File: config.mk
export PLATFORM = sky130hd
export DESIGN_NAME = mips_multicycle_control
export DESIGN_NICKNAME = d
export VERILOG_FILES = /design/src/rtl/mips_ctrl_pkg.sv /design/src/rtl/mips_ctrl_outdec.sv /design/src/rtl/mips_multicycle_control.sv
export SDC_FILE = /design/constraint.sdc
export NUM_CORES = 1
export LEC_CHECK = 0
export CAP_MARGIN = 20
export CELL_PAD_IN_SITES_DETAIL_PLACEMENT = 1
export CELL_PAD_IN_SITES_GLOBAL_PLACEMENT = 1
export CORE_ASPECT_RATIO = 1.2
export CORE_MARGIN = 4
export CORE_UTILIZATION = 26
export DETAILED_ROUTE_END_ITERATION = 10
export GPL_TIMING_DRIVEN = 0
export HOLD_SLACK_MARGIN = 0.08
export PLACE_DENSITY_LB_ADDON = 0.1
export SLEW_MARGIN = 20
export SYNTH_ARGS = -nofsm -noshare
export SYNTH_HDL_FRONTEND = slang
export SYNTH_SLANG_ARGS = --single-unit
File: constraint.sdc
create_clock -name clk -period 4.6 [get_ports clk]
set_input_delay 0.69 -clock clk [delete_from_list [all_inputs] [get_ports clk]]
set_output_delay 0.69 -clock clk [all_outputs]
set_load 0.02 [all_outputs]
File: src/rtl/mips_ctrl_pkg.sv
// Shared encodings for the multicycle MIPS control path: FSM states, opcodes,
// ALU-op classes and datapath select values. The ALU control decoder imports
// this too, so the alu_op encoding is defined only here.
package mips_ctrl_pkg;

    typedef enum logic [3:0] {
        FETCH    = 4'd0,
        DECODE   = 4'd1,
        MEMADDR  = 4'd2,
        MEMREAD  = 4'd3,
        MEMWB    = 4'd4,
        MEMWRITE = 4'd5,
        EXEC_R   = 4'd6,
        RWB      = 4'd7,
        EXEC_I   = 4'd8,
        IWB      = 4'd9,
        BRANCH   = 4'd10,
        JUMP     = 4'd11
    } state_t;

    localparam logic [5:0] OP_RTYPE = 6'h00;
    localparam logic [5:0] OP_LW    = 6'h23;
    localparam logic [5:0] OP_SW    = 6'h2B;
    localparam logic [5:0] OP_BEQ   = 6'h04;
    localparam logic [5:0] OP_J     = 6'h02;
    localparam logic [5:0] OP_ADDI  = 6'h08;

    localparam logic [1:0] ALU_OP_ADD   = 2'b00;
    localparam logic [1:0] ALU_OP_SUB   = 2'b01;
    localparam logic [1:0] ALU_OP_FUNCT = 2'b10;

    localparam logic [1:0] SRCB_B      = 2'b00;
    localparam logic [1:0] SRCB_FOUR   = 2'b01;
    localparam logic [1:0] SRCB_IMM    = 2'b10;
    localparam logic [1:0] SRCB_IMM_SH = 2'b11;

    localparam logic [1:0] PCSRC_ALU    = 2'b00;
    localparam logic [1:0] PCSRC_ALUOUT = 2'b01;
    localparam logic [1:0] PCSRC_JUMP   = 2'b10;

    // Raw per-state control vector, before mem_ready/reset gating.
    typedef struct packed {
        logic       pc_write;
        logic       pc_write_cond;
        logic       i_or_d;
        logic       mem_read;
        logic       mem_write;
        logic       ir_write;
        logic       mem_to_reg;
        logic       reg_write;
        logic       reg_dst;
        logic       alu_src_a;
        logic [1:0] alu_src_b;
        logic [1:0] alu_op;
        logic [1:0] pc_source;
    } ctrl_t;

    function automatic logic op_supported(input logic [5:0] op);
        case (op)
            OP_RTYPE, OP_LW, OP_SW, OP_BEQ, OP_J, OP_ADDI: return 1'b1;
            default:                                       return 1'b0;
        endcase
    endfunction

endpackage

File: src/rtl/mips_ctrl_outdec.sv
// Combinational state -> control-vector decoder (pure Moore part of the
// control unit). Unused state encodings decode to all-zero controls.
module mips_ctrl_outdec
    import mips_ctrl_pkg::*;
(
    input  state_t state,
    output ctrl_t  ctrl
);

    // Decode control vector from the current state.
    always_comb begin
        // NOTE: every field gets a default before the case, so no path leaves
        // an output unassigned and no latch is inferred.
        ctrl = '0;
        case (state)
            FETCH: begin
                ctrl.mem_read  = 1'b1;
                ctrl.ir_write  = 1'b1;
                ctrl.pc_write  = 1'b1;
                ctrl.alu_src_b = SRCB_FOUR;
                ctrl.alu_op    = ALU_OP_ADD;
            end
            DECODE: begin
                ctrl.alu_src_b = SRCB_IMM_SH;
                ctrl.alu_op    = ALU_OP_ADD;
            end
            MEMADDR, EXEC_I: begin
                ctrl.alu_src_a = 1'b1;
                ctrl.alu_src_b = SRCB_IMM;
                ctrl.alu_op    = ALU_OP_ADD;
            end
            MEMREAD: begin
                ctrl.mem_read = 1'b1;
                ctrl.i_or_d   = 1'b1;
            end
            MEMWB: begin
                ctrl.reg_write  = 1'b1;
                ctrl.mem_to_reg = 1'b1;
            end
            MEMWRITE: begin
                ctrl.mem_write = 1'b1;
                ctrl.i_or_d    = 1'b1;
            end
            EXEC_R: begin
                ctrl.alu_src_a = 1'b1;
                ctrl.alu_src_b = SRCB_B;
                ctrl.alu_op    = ALU_OP_FUNCT;
            end
            RWB: begin
                ctrl.reg_write = 1'b1;
                ctrl.reg_dst   = 1'b1;
            end
            IWB: begin
                ctrl.reg_write = 1'b1;
            end
            BRANCH: begin
                ctrl.alu_src_a     = 1'b1;
                ctrl.alu_src_b     = SRCB_B;
                ctrl.alu_op        = ALU_OP_SUB;
                ctrl.pc_write_cond = 1'b1;
                ctrl.pc_source     = PCSRC_ALUOUT;
            end
            JUMP: begin
                ctrl.pc_write  = 1'b1;
                ctrl.pc_source = PCSRC_JUMP;
            end
            default: ctrl = '0;
        endcase
    end

endmodule

File: src/rtl/mips_multicycle_control.sv
// Main control FSM for the multicycle MIPS datapath. Holds the state
// register and next-state logic, and gates the decoded controls with
// mem_ready (fetch stall) and reset (no writes while reset is high).
module mips_multicycle_control
    import mips_ctrl_pkg::*;
(
    input  logic       clk,
    input  logic       reset,
    input  logic [5:0] op,
    input  logic       mem_ready,
    output logic       pc_write,
    output logic       pc_write_cond,
    output logic       i_or_d,
    output logic       mem_read,
    output logic       mem_write,
    output logic       ir_write,
    output logic       mem_to_reg,
    output logic       reg_write,
    output logic       reg_dst,
    output logic       alu_src_a,
    output logic [1:0] alu_src_b,
    output logic [1:0] alu_op,
    output logic [1:0] pc_source,
    output logic       illegal_op,
    output logic [3:0] state
);

    state_t state_q;
    state_t state_d;
    ctrl_t  ctrl;
    logic   fetch_stall;

    // State register; reset returns to FETCH asynchronously.
    always_ff @(posedge clk or posedge reset) begin
        // NOTE: state is written with <= so every flop samples pre-edge values.
        if (reset) state_q <= FETCH;
        else       state_q <= state_d;
    end

    // Next-state logic; op is only looked at in DECODE and MEMADDR.
    always_comb begin
        state_d = FETCH;
        case (state_q)
            FETCH:    state_d = mem_ready ? DECODE : FETCH;
            DECODE: begin
                case (op)
                    OP_LW, OP_SW: state_d = MEMADDR;
                    OP_RTYPE:     state_d = EXEC_R;
                    OP_BEQ:       state_d = BRANCH;
                    OP_J:         state_d = JUMP;
                    OP_ADDI:      state_d = EXEC_I;
                    default:      state_d = FETCH;
                endcase
            end
            MEMADDR: begin
                if (op == OP_LW)      state_d = MEMREAD;
                else if (op == OP_SW) state_d = MEMWRITE;
                else                  state_d = FETCH;
            end
            MEMREAD:  state_d = mem_ready ? MEMWB : MEMREAD;
            MEMWRITE: state_d = mem_ready ? FETCH : MEMWRITE;
            EXEC_R:   state_d = RWB;
            EXEC_I:   state_d = IWB;
            default:  state_d = FETCH;
        endcase
    end

    mips_ctrl_outdec u_outdec (
        .state (state_q),
        .ctrl  (ctrl)
    );

    // A stalled fetch must neither advance the PC nor reload the IR.
    assign fetch_stall = (state_q == FETCH) && !mem_ready;

    // Output gating: write enables are suppressed during reset and fetch stall.
    always_comb begin
        pc_write      = ctrl.pc_write && !fetch_stall && !reset;
        ir_write      = ctrl.ir_write && !fetch_stall && !reset;
        pc_write_cond = ctrl.pc_write_cond && !reset;
        reg_write     = ctrl.reg_write && !reset;
        mem_write     = ctrl.mem_write && !reset;
        i_or_d        = ctrl.i_or_d;
        mem_read      = ctrl.mem_read;
        mem_to_reg    = ctrl.mem_to_reg;
        reg_dst       = ctrl.reg_dst;
        alu_src_a     = ctrl.alu_src_a;
        alu_src_b     = ctrl.alu_src_b;
        alu_op        = ctrl.alu_op;
        pc_source     = ctrl.pc_source;
        illegal_op    = (state_q == DECODE) && !op_supported(op) && !reset;
    end

    assign state = state_q;

endmodule

# After elaboration in Yosys (flattened, before gate mapping)
# Index checks and enable logic that the tools add are counted.
dict set report totals {
  regBits 4
  latch_bits 0
  mem_bits_rw 0
  romBits 0
  in_bits 9
  out_inout_bits 21
  elab_cells 61
  mem_count 0
}
dict set report op_classes {
  add_sub_neg 0
  n_mul 0
  div 0
  n_lt_le_gt_ge 0
  eq_ne 16
  shift 0
  muxes 20
  bitwise 0
  n_reduce_logical 24
}
# operator n
set op_table {}
lappend op_table {{case mux 4 bit (5 select lines)} 2}
lappend op_table {{case mux 4 bit (7 select lines)} 1}
lappend op_table {{== test 4 x 3 -> 1 bit, second input constant} 4}
lappend op_table {{== test 4 bit, second input constant} 4}
lappend op_table {{== test 6 bit, second input constant} 2}
lappend op_table {{2-to-1 mux 1 bit} 12}
lappend op_table {{2-to-1 mux 3 bit} 4}
lappend op_table {{logical AND 1 bit} 10}
lappend op_table {{OR reduction 2 bit} 5}
lappend op_table {{== test 4 x 2 -> 1 bit, second input constant} 2}
lappend op_table {{== test 6 x 2 -> 1 bit, second input constant} 1}
lappend op_table {{== test 6 x 3 -> 1 bit, second input constant} 1}
lappend op_table {{== test 6 x 4 -> 1 bit, second input constant} 1}
lappend op_table {{logical NOT 6 bit} 1}
lappend op_table {{OR reduction 6 bit} 1}
lappend op_table {{== test 4 x 1 -> 1 bit, second input constant} 1}
lappend op_table {{logical NOT 1 bit} 4}
lappend op_table {{logical NOT 4 bit} 1}
lappend op_table {{case mux 2 bit (2 select lines)} 1}
lappend op_table {{OR reduction 4 bit} 1}
lappend op_table {{OR reduction 3 bit} 1}

# Depth between registers and ports, before layout
# Gate-level depths: netlist of the first run.
dict set report depth {
  depth_word 6
  ltp_mapped 5
  depth_no_buf 4
}

# Modules after synthesis
# From an unflattened synthesis of the first run, not the netlist that was laid out.
dict set report hier_totals {
  hier_cells 81
  area_unflattened_um2 578.1
}
# mod instances cells_each area_per_inst_um2 seq_area_each_um2
set by_module_without_submodules {}
lappend by_module_without_submodules {mips_multicycle_control 1 48 389.1 100.1}
lappend by_module_without_submodules {mips_ctrl_outdec 1 33 188.9 0.0}

# Least setup slack after synthesis of the first run
# OpenSTA, ideal clock, no wires.
dict set report synth_path {
  path_kind {register to output}
  from {register state_q[0] (netlist: state[0])}
  to {output pc_write}
  t_arrival_ns 1.894
  required_time_ns 3.910
  setup_slack_ns 2.016
  path_stages_with_launch 4
  n_path_buf 0
  cell_sequence {dfrtp_1 -> or2_2 -> nor4b_1 -> a21o_1}
}
dict set report synth_via {
  elab_chain_cells 5
  elab_cells_between_ends 8
  cone_classes {eq/ne: 1; mux: 1; reduce/logical: 6}
}
# element line
set synth_rtl {}
lappend synth_rtl {{start: declaration} mips_multicycle_control.sv:28} ;# state_t state_q;
lappend synth_rtl {{start signal: assignment} mips_multicycle_control.sv:37} ;# else state_q <= state_d;
lappend synth_rtl {{== test 4 bit or logical NOT 4 bit (tied branches)} {mips_ctrl_outdec.sv:15, mips_multicycle_control.sv:74}}
lappend synth_rtl {{OR reduction 2 bit (no line) or logical AND 1 bit (tied branches)} -}
lappend synth_rtl {{2-to-1 mux 1 bit or logical NOT 1 bit (tied branches)} {mips_ctrl_outdec.sv:15, mips_multicycle_control.sv:78}}
lappend synth_rtl {{logical AND 1 bit * (2 in a row)} mips_multicycle_control.sv:78} ;# pc_write = ctrl.pc_write && !fetch_stall && !reset;
lappend synth_rtl {{end: declaration} mips_multicycle_control.sv:11} ;# output logic pc_write,
# Every way passes the cells marked *; elsewhere a longest branch is shown, timed or not.

# Worst setup path after layout of the first run
dict set report layout_path {
  from {input op[5]}
  to {output illegal_op}
}
dict set report layout_via {
  elab_chain_cells 6
  elab_cells_between_ends 11
  cone_classes {eq/ne: 5; mux: 1; reduce/logical: 5}
}
# element line
set layout_rtl {}
lappend layout_rtl {{start: declaration} mips_multicycle_control.sv:9} ;# input logic [5:0] op,
lappend layout_rtl {{== test 6 bit, or another cell as far along} mips_ctrl_pkg.sv:59} ;# case (op)
lappend layout_rtl {{OR reduction 6 bit *} mips_ctrl_pkg.sv:59}
lappend layout_rtl {{2-to-1 mux 1 bit *} mips_ctrl_pkg.sv:59}
lappend layout_rtl {{logical NOT 1 bit *} mips_multicycle_control.sv:91} ;# illegal_op = (state_q == DECODE) && !op_supported(op) && !reset;
lappend layout_rtl {{logical AND 1 bit * (2 in a row)} mips_multicycle_control.sv:91}
lappend layout_rtl {{end: declaration} mips_multicycle_control.sv:24} ;# output logic illegal_op,
# Marked as above.

==> flow_metrics.py, run 1 <==
metrics = {
    "cts": {
        "ctsHoldBuffers": 0,
        "clockRootBuffer": "clkbuf_4",
        "cts_num_sinks": 4,
        "cts_buffer_depth": 2,
        "post_cts_resize_count": 0,
        "cts_tree": "yes",
        "clk_latency_ns": 0.25,
        "post_cts_buffers": 0,
        "htreeDepth": 1,
        "clk_pin_slew_worst_paths_ns": 0.04,
        "cts_made_buffers": 3,
    },
    "yosys": {
        "synth_edf_count": 0,
        "ys_seq_elements": 4,
        "synth_area_per_cell_um2": 6.86,
        "syn_inst": 74,
        "synth_nets": 83,
        "syn_area_um2": 508,
        "synth.largest_area_cell": "dfrtp_1",
        "seq_area_frac_synth": 0.197,
        "synth.top_cell.area_share": 0.197,
        "yosysWarningCount": 0,
        "synthFlopType": "dfrtp_1",
        "synth.area.top_cells": "dfrtp_1 20%, nor2_1 12%, nand2b_1 4.9%",
        "ys_types": 32,
        "async_reset_ff_frac": 1.00,
    },
    "grt": {
        "antenna_found_initial": 0,
        "overflow": 0,
        "grt_max_degree": 11,
        "grtUsageMet3": 0.0159,
        "gr-max-usage-layer": "met2",
        "globalRouteMet1Util": 0.133,
        "grt_pass1_wl_um": 2790,
        "met2_usage": 0.235,
        "grt_usage": 0.125,
        "grt_pass1_vias": 636,
    },
    "detailed_routing": {
        "remaining_drc_errors": 0,
        "viasPerCell": 5.33,
        "drtIter0Drc": 6,
        "first_pass_iters": 4,
        "wl_per_cell_um": 14.4,
        "drtAntennaViolNets": 0,
        "vias": 666,
        "wirelength_um": 1800,
    },
    "critical_path": {
        "end_kind": "output port",
        "required_ns": 3.91,
        "path_class": "in2out",
        "critPathArrivalTime_ns": 2.60,
        "reg2reg_slack_ns": 2.94,
        "r2r_end": "state[3]",
        "ff2ff_path_depth": 4,
        "crit_fanout": 3,
        "r2r-start": "state[2]",
        "critPathLaunchType": "input port",
    },
    "run": {
        "maxCapViolations": 0,
    },
    "timing": {
        "worst_slew_pin_slew_ns": 0.503,
        "slew_headroom": 0.665,
        "finalMaxSlewViolations": 0,
        "setup_viol_count_final": 0,
        "period_needed_ns": 3.29,
        "fin_crit_sh": 0.716,
        "maxClockFrequency_mhz": 304,
        "rsz0062_at_grt": "false",
        "hold_viol": 0,
        "fin_skew_ns": 0.00767,
        "tns_ns": 0,
    },
    "finish": {
        "nNetsFinal": 117,
        "largest_register_ffs": 4,
        "final_cell_mix": "29 x clkdlybuf4s50_1, 16 x nor2_1",
        "drive_gt1_frac": 0.0660,
        "mostFrequentLayoutCell": "clkdlybuf4s50_1",
        "utilization": 0.456,
        "syn2layout_area_growth_pct": 66.3,
        "n_antenna_cell": 0,
    },
    "power_and_ir_drop": {
        "vdd_drop_max_mv": 0.0836,
        "p_per_area_nw_per_um2": 207,
        "p_leak_nw": 0.315,
    },
    "floorplanning": {
        "die_h_um": 56.4,
        "fp.dieArea_um2": 2730,
        "fp.dieW_um": 48.4,
        "core_area_um2": 1850,
        "core.rowCount": 17,
        "start_util": 0.275,
        "io_pins": 30,
    },
    "placement": {
        "place_congestion": 0.860,
        "hpwlAfterDp_um": 1400,
        "io_buffers": 29,
    },
    "status": {
        "status": "complete, no violations",
    },
    "worst_hold_path": {
        "worstHoldPathType": "reg2reg",
        "holdPathEnd": "state[3]",
        "hold_path_startpoint": "state[0]",
        "min_path_cells": 3,
    },
}
## cells by family after synthesis
kind of cell | Yosys count | share of synthesized area
AO/OA/AOI/OAI | 13 | 0.182
XOR/XNOR | 3 | 0.0517
buffers and inverters | 7 | 0.0517
flip-flops | 4 | 0.197
multiplexers | 2 | 0.0419
AND/OR/NAND/NOR | 45 | 0.475
## per-stage QoR
stage	power [W]	std cells	hold WS (ns)	area (µm²)	worst slack (ns)
CTS	0.000175	125	0.774	845	1.29
finish	0.000174	125	0.775	845	1.31
global placement	0.000129	122	0.794	822	1.28
global route	0.000183	125	0.859	845	1.13
detailed placement	0.000130	122	0.765	822	1.30
floorplan	0.0000896	74	0.465	508	2.02
## area by class of cell
type                    instances  area [µm²]
flip-flops and latches          4         100
fillers                       237        1010
plain buffers                   4        15.0
inverters                       3        11.3
repair buffers                 29         290
multi-input cells              63         382
clock buffers                   3        22.5
well taps                      19        23.8
## worst max-delay path by stage
stage / slack (ns) / from / cells after the start / to
final: 1.31 / op[5] / 6 / illegal_op
after global routing: 1.13 / op[5] / 6 / illegal_op
after CTS: 1.29 / op[5] / 6 / illegal_op
after detailed placement: 1.30 / op[5] / 6 / illegal_op
after global placement: 1.28 / op[5] / 6 / illegal_op
after floorplan: 2.02 / state[0] / 3 / pc_write
## where the power goes
part	internal, W	switching, W	total (W)
sequential	0.0000378	0.00000455	0.0000424
combinational	0.0000423	0.0000441	0.0000864
clock	0.0000293	0.0000164	0.0000457
total	0.000109	0.0000651	0.000174
## routing by layer
metal | routed length (µm) | part of all wire
met2 | 904 | 0.50
met4 | 28 | 0.016
met3 | 119 | 0.066
met1 | 747 | 0.42
met5 | 0 | 0
## worst max-delay path, stage by stage
cell and delay [ns]:
clkdlybuf4s50_1 0.44, nor4_1 0.47, nand3_1 0.12, and3_1 0.21
and3_1 0.15, clkdlybuf4s50_1 0.53
## Yosys cell counts, drive strengths merged, types with 3 or more instances
| master | count |
|---|---|
| a21oi | 3 |
| inv | 3 |
| nand2 | 4 |
| nand2b | 4 |
| nor3 | 3 |
| clkbuf | 4 |
| nor2 | 16 |
| dfrtp | 4 |
| or3 | 4 |
Power figures use the tool's default switching activity.
==> inputs of run 2 (changes only) <==
--- a/config.mk
+++ b/config.mk
@@ -10,7 +10,7 @@
 export CELL_PAD_IN_SITES_GLOBAL_PLACEMENT = 1
 export CORE_ASPECT_RATIO = 1.2
 export CORE_MARGIN = 4
-export CORE_UTILIZATION = 26
+export CORE_UTILIZATION = 21
 export DETAILED_ROUTE_END_ITERATION = 10
 export GPL_TIMING_DRIVEN = 0
 export HOLD_SLACK_MARGIN = 0.08
==> constraint.sdc (replaced) <==
create_clock -name clk -period 2.95 [get_ports clk]
set_input_delay 0.4425 -clock clk [delete_from_list [all_inputs] [get_ports clk]]
set_output_delay 0.4425 -clock clk [all_outputs]
set_load 0.02 [all_outputs]
==> flow_metrics.py, run 2 (synthesis gave the netlist of run 1 again) <==
metrics = {
    "finish": {
        "nNetsFinal": 117,
        "n_antenna_cell": 0,
        "syn2layout_area_growth_pct": 70.4,
        "mostFrequentLayoutCell": "clkdlybuf4s50_1",
        "utilization": 0.375,
        "final_cell_mix": "29 x clkdlybuf4s50_1, 16 x nor2_1",
        "drive_gt1_frac": 0.0755,
        "fillers": 303,
        "largest_register_ffs": 4,
        "final_area_um2": 866,
    },
    "placement": {
        "pre_cts_ws_ns": 0.135,
        "place_area_um2": 837,
        "hpwlAfterDp_um": 1470,
        "place_congestion": 0.774,
        "io_buffers": 29,
    },
    "power_and_ir_drop": {
        "p_leak_nw": 0.316,
        "p_per_area_nw_per_um2": 316,
        "vdd_drop_max_mv": 0.116,
    },
    "timing": {
        "setup_viol_count_final": 0,
        "hold_ws_ns": 0.568,
        "fin_crit_sh": 0.915,
        "finalMaxSlewViolations": 0,
        "worst_slew_pin_slew_ns": 0.466,
        "fin_skew_ns": 0.00667,
        "maxClockFrequency_mhz": 370,
        "tns_ns": 0,
        "rsz0062_at_grt": "false",
        "setup_ws_ns": 0.250,
        "period_needed_ns": 2.70,
        "slew_headroom": 0.689,
        "hold_viol": 0,
    },
    "critical_path": {
        "required_ns": 2.51,
        "critPathLaunchType": "input port",
        "r2r-start": "state[2]",
        "end_kind": "output port",
        "critPathArrivalTime_ns": 2.26,
        "crit_fanout": 3,
        "setup.worst_path.start": "op[5]",
        "path_class": "in2out",
    },
    "grt": {
        "grt_pass1_vias": 681,
        "antenna_found_initial": 0,
        "overflow": 0,
        "grt_pass1_wl_um": 2880,
        "grt_max_degree": 11,
        "grt_usage": 0.121,
    },
    "cts": {
        "cts_buffer_depth": 2,
        "clk_latency_ns": 0.24,
        "cts_num_sinks": 4,
        "ctsHoldBuffers": 0,
        "htreeDepth": 1,
        "post_cts_resize_count": 0,
        "cts_made_buffers": 3,
        "clk_pin_slew_worst_paths_ns": 0.04,
        "post_cts_buffers": 0,
        "clockRootBuffer": "clkbuf_4",
        "cts_tree": "yes",
    },
    "floorplanning": {
        "io_pins": 30,
        "die_h_um": 61.9,
        "core_area_um2": 2310,
        "core.rowCount": 19,
        "fp.dieW_um": 52.9,
        "fp.dieArea_um2": 3270,
        "start_util": 0.220,
    },
    "detailed_routing": {
        "viasPerCell": 5.04,
        "wirelength_um": 1840,
        "remaining_drc_errors": 0,
        "drtIter0Drc": 10,
        "first_pass_iters": 4,
        "wl_per_cell_um": 13.4,
        "drtAntennaViolNets": 0,
        "vias": 690,
    },
    "status": {
        "status": "complete, no violations",
    },
    "run": {
        "maxCapViolations": 0,
    },
    "worst_hold_path": {
        "worstHoldPathType": "in2async",
    },
}
-- run 2: path summary, 6_finish.rpt --
check	cells past startpoint	to	slack, ns
max	6	illegal_op	0.25
min	2	state[2]	0.57
max reg2reg	4	state[3]	1.28
min reg2reg	3	state[3]	0.82
max in group asynchronous	2	state[1]	2.21
min in group clk	3	state[3]	0.82
-- run 2: critical path, cell delays in order --
cell and delay [ns]:
clkdlybuf4s50_1 0.45, nor4_2 0.38, nand3_1 0.11, and3_1 0.20, and3_1 0.15, clkdlybuf4s50_1 0.53
-- run 2: report_power, final --
part           leakage, nW  switching (W)   total, W  internal [W]
clock               0.0138      0.0000256  0.0000713     0.0000457
sequential          0.0541     0.00000728  0.0000662     0.0000590
combinational        0.248      0.0000696   0.000136     0.0000661
total                0.316       0.000102   0.000273      0.000171
-- run 2: area by class of cell --
class                   count  area, µm²  share of cell area
clock buffers               3       22.5              0.0260
repair buffers             29        290               0.335
plain buffers               4       15.0              0.0173
well taps                  31       38.8              0.0448
multi-input cells          63        388               0.448
inverters                   3       11.3              0.0130
flip-flops and latches      4        100               0.116
-- run 2: per-layer routing --
layer | track usage | vias up | wire (µm)
met5 | 0 | - | 0
met1 | 0.116 | 322 | 734
met3 | 0.0263 | 7 | 143
met4 | 0.0730 | 0 | 54
met2 | 0.236 | 30 | 910
li1 | - | 331 | -
-- run 2: through the flow --
stage / total power [W] / instances
2_1_floorplan: 0.000140 / 74
3_3_place_gp: 0.000202 / 134
5_1_grt: 0.000292 / 137
6_report: 0.000273 / 137
3_5_place_dp: 0.000203 / 134
4_1_cts: 0.000277 / 137
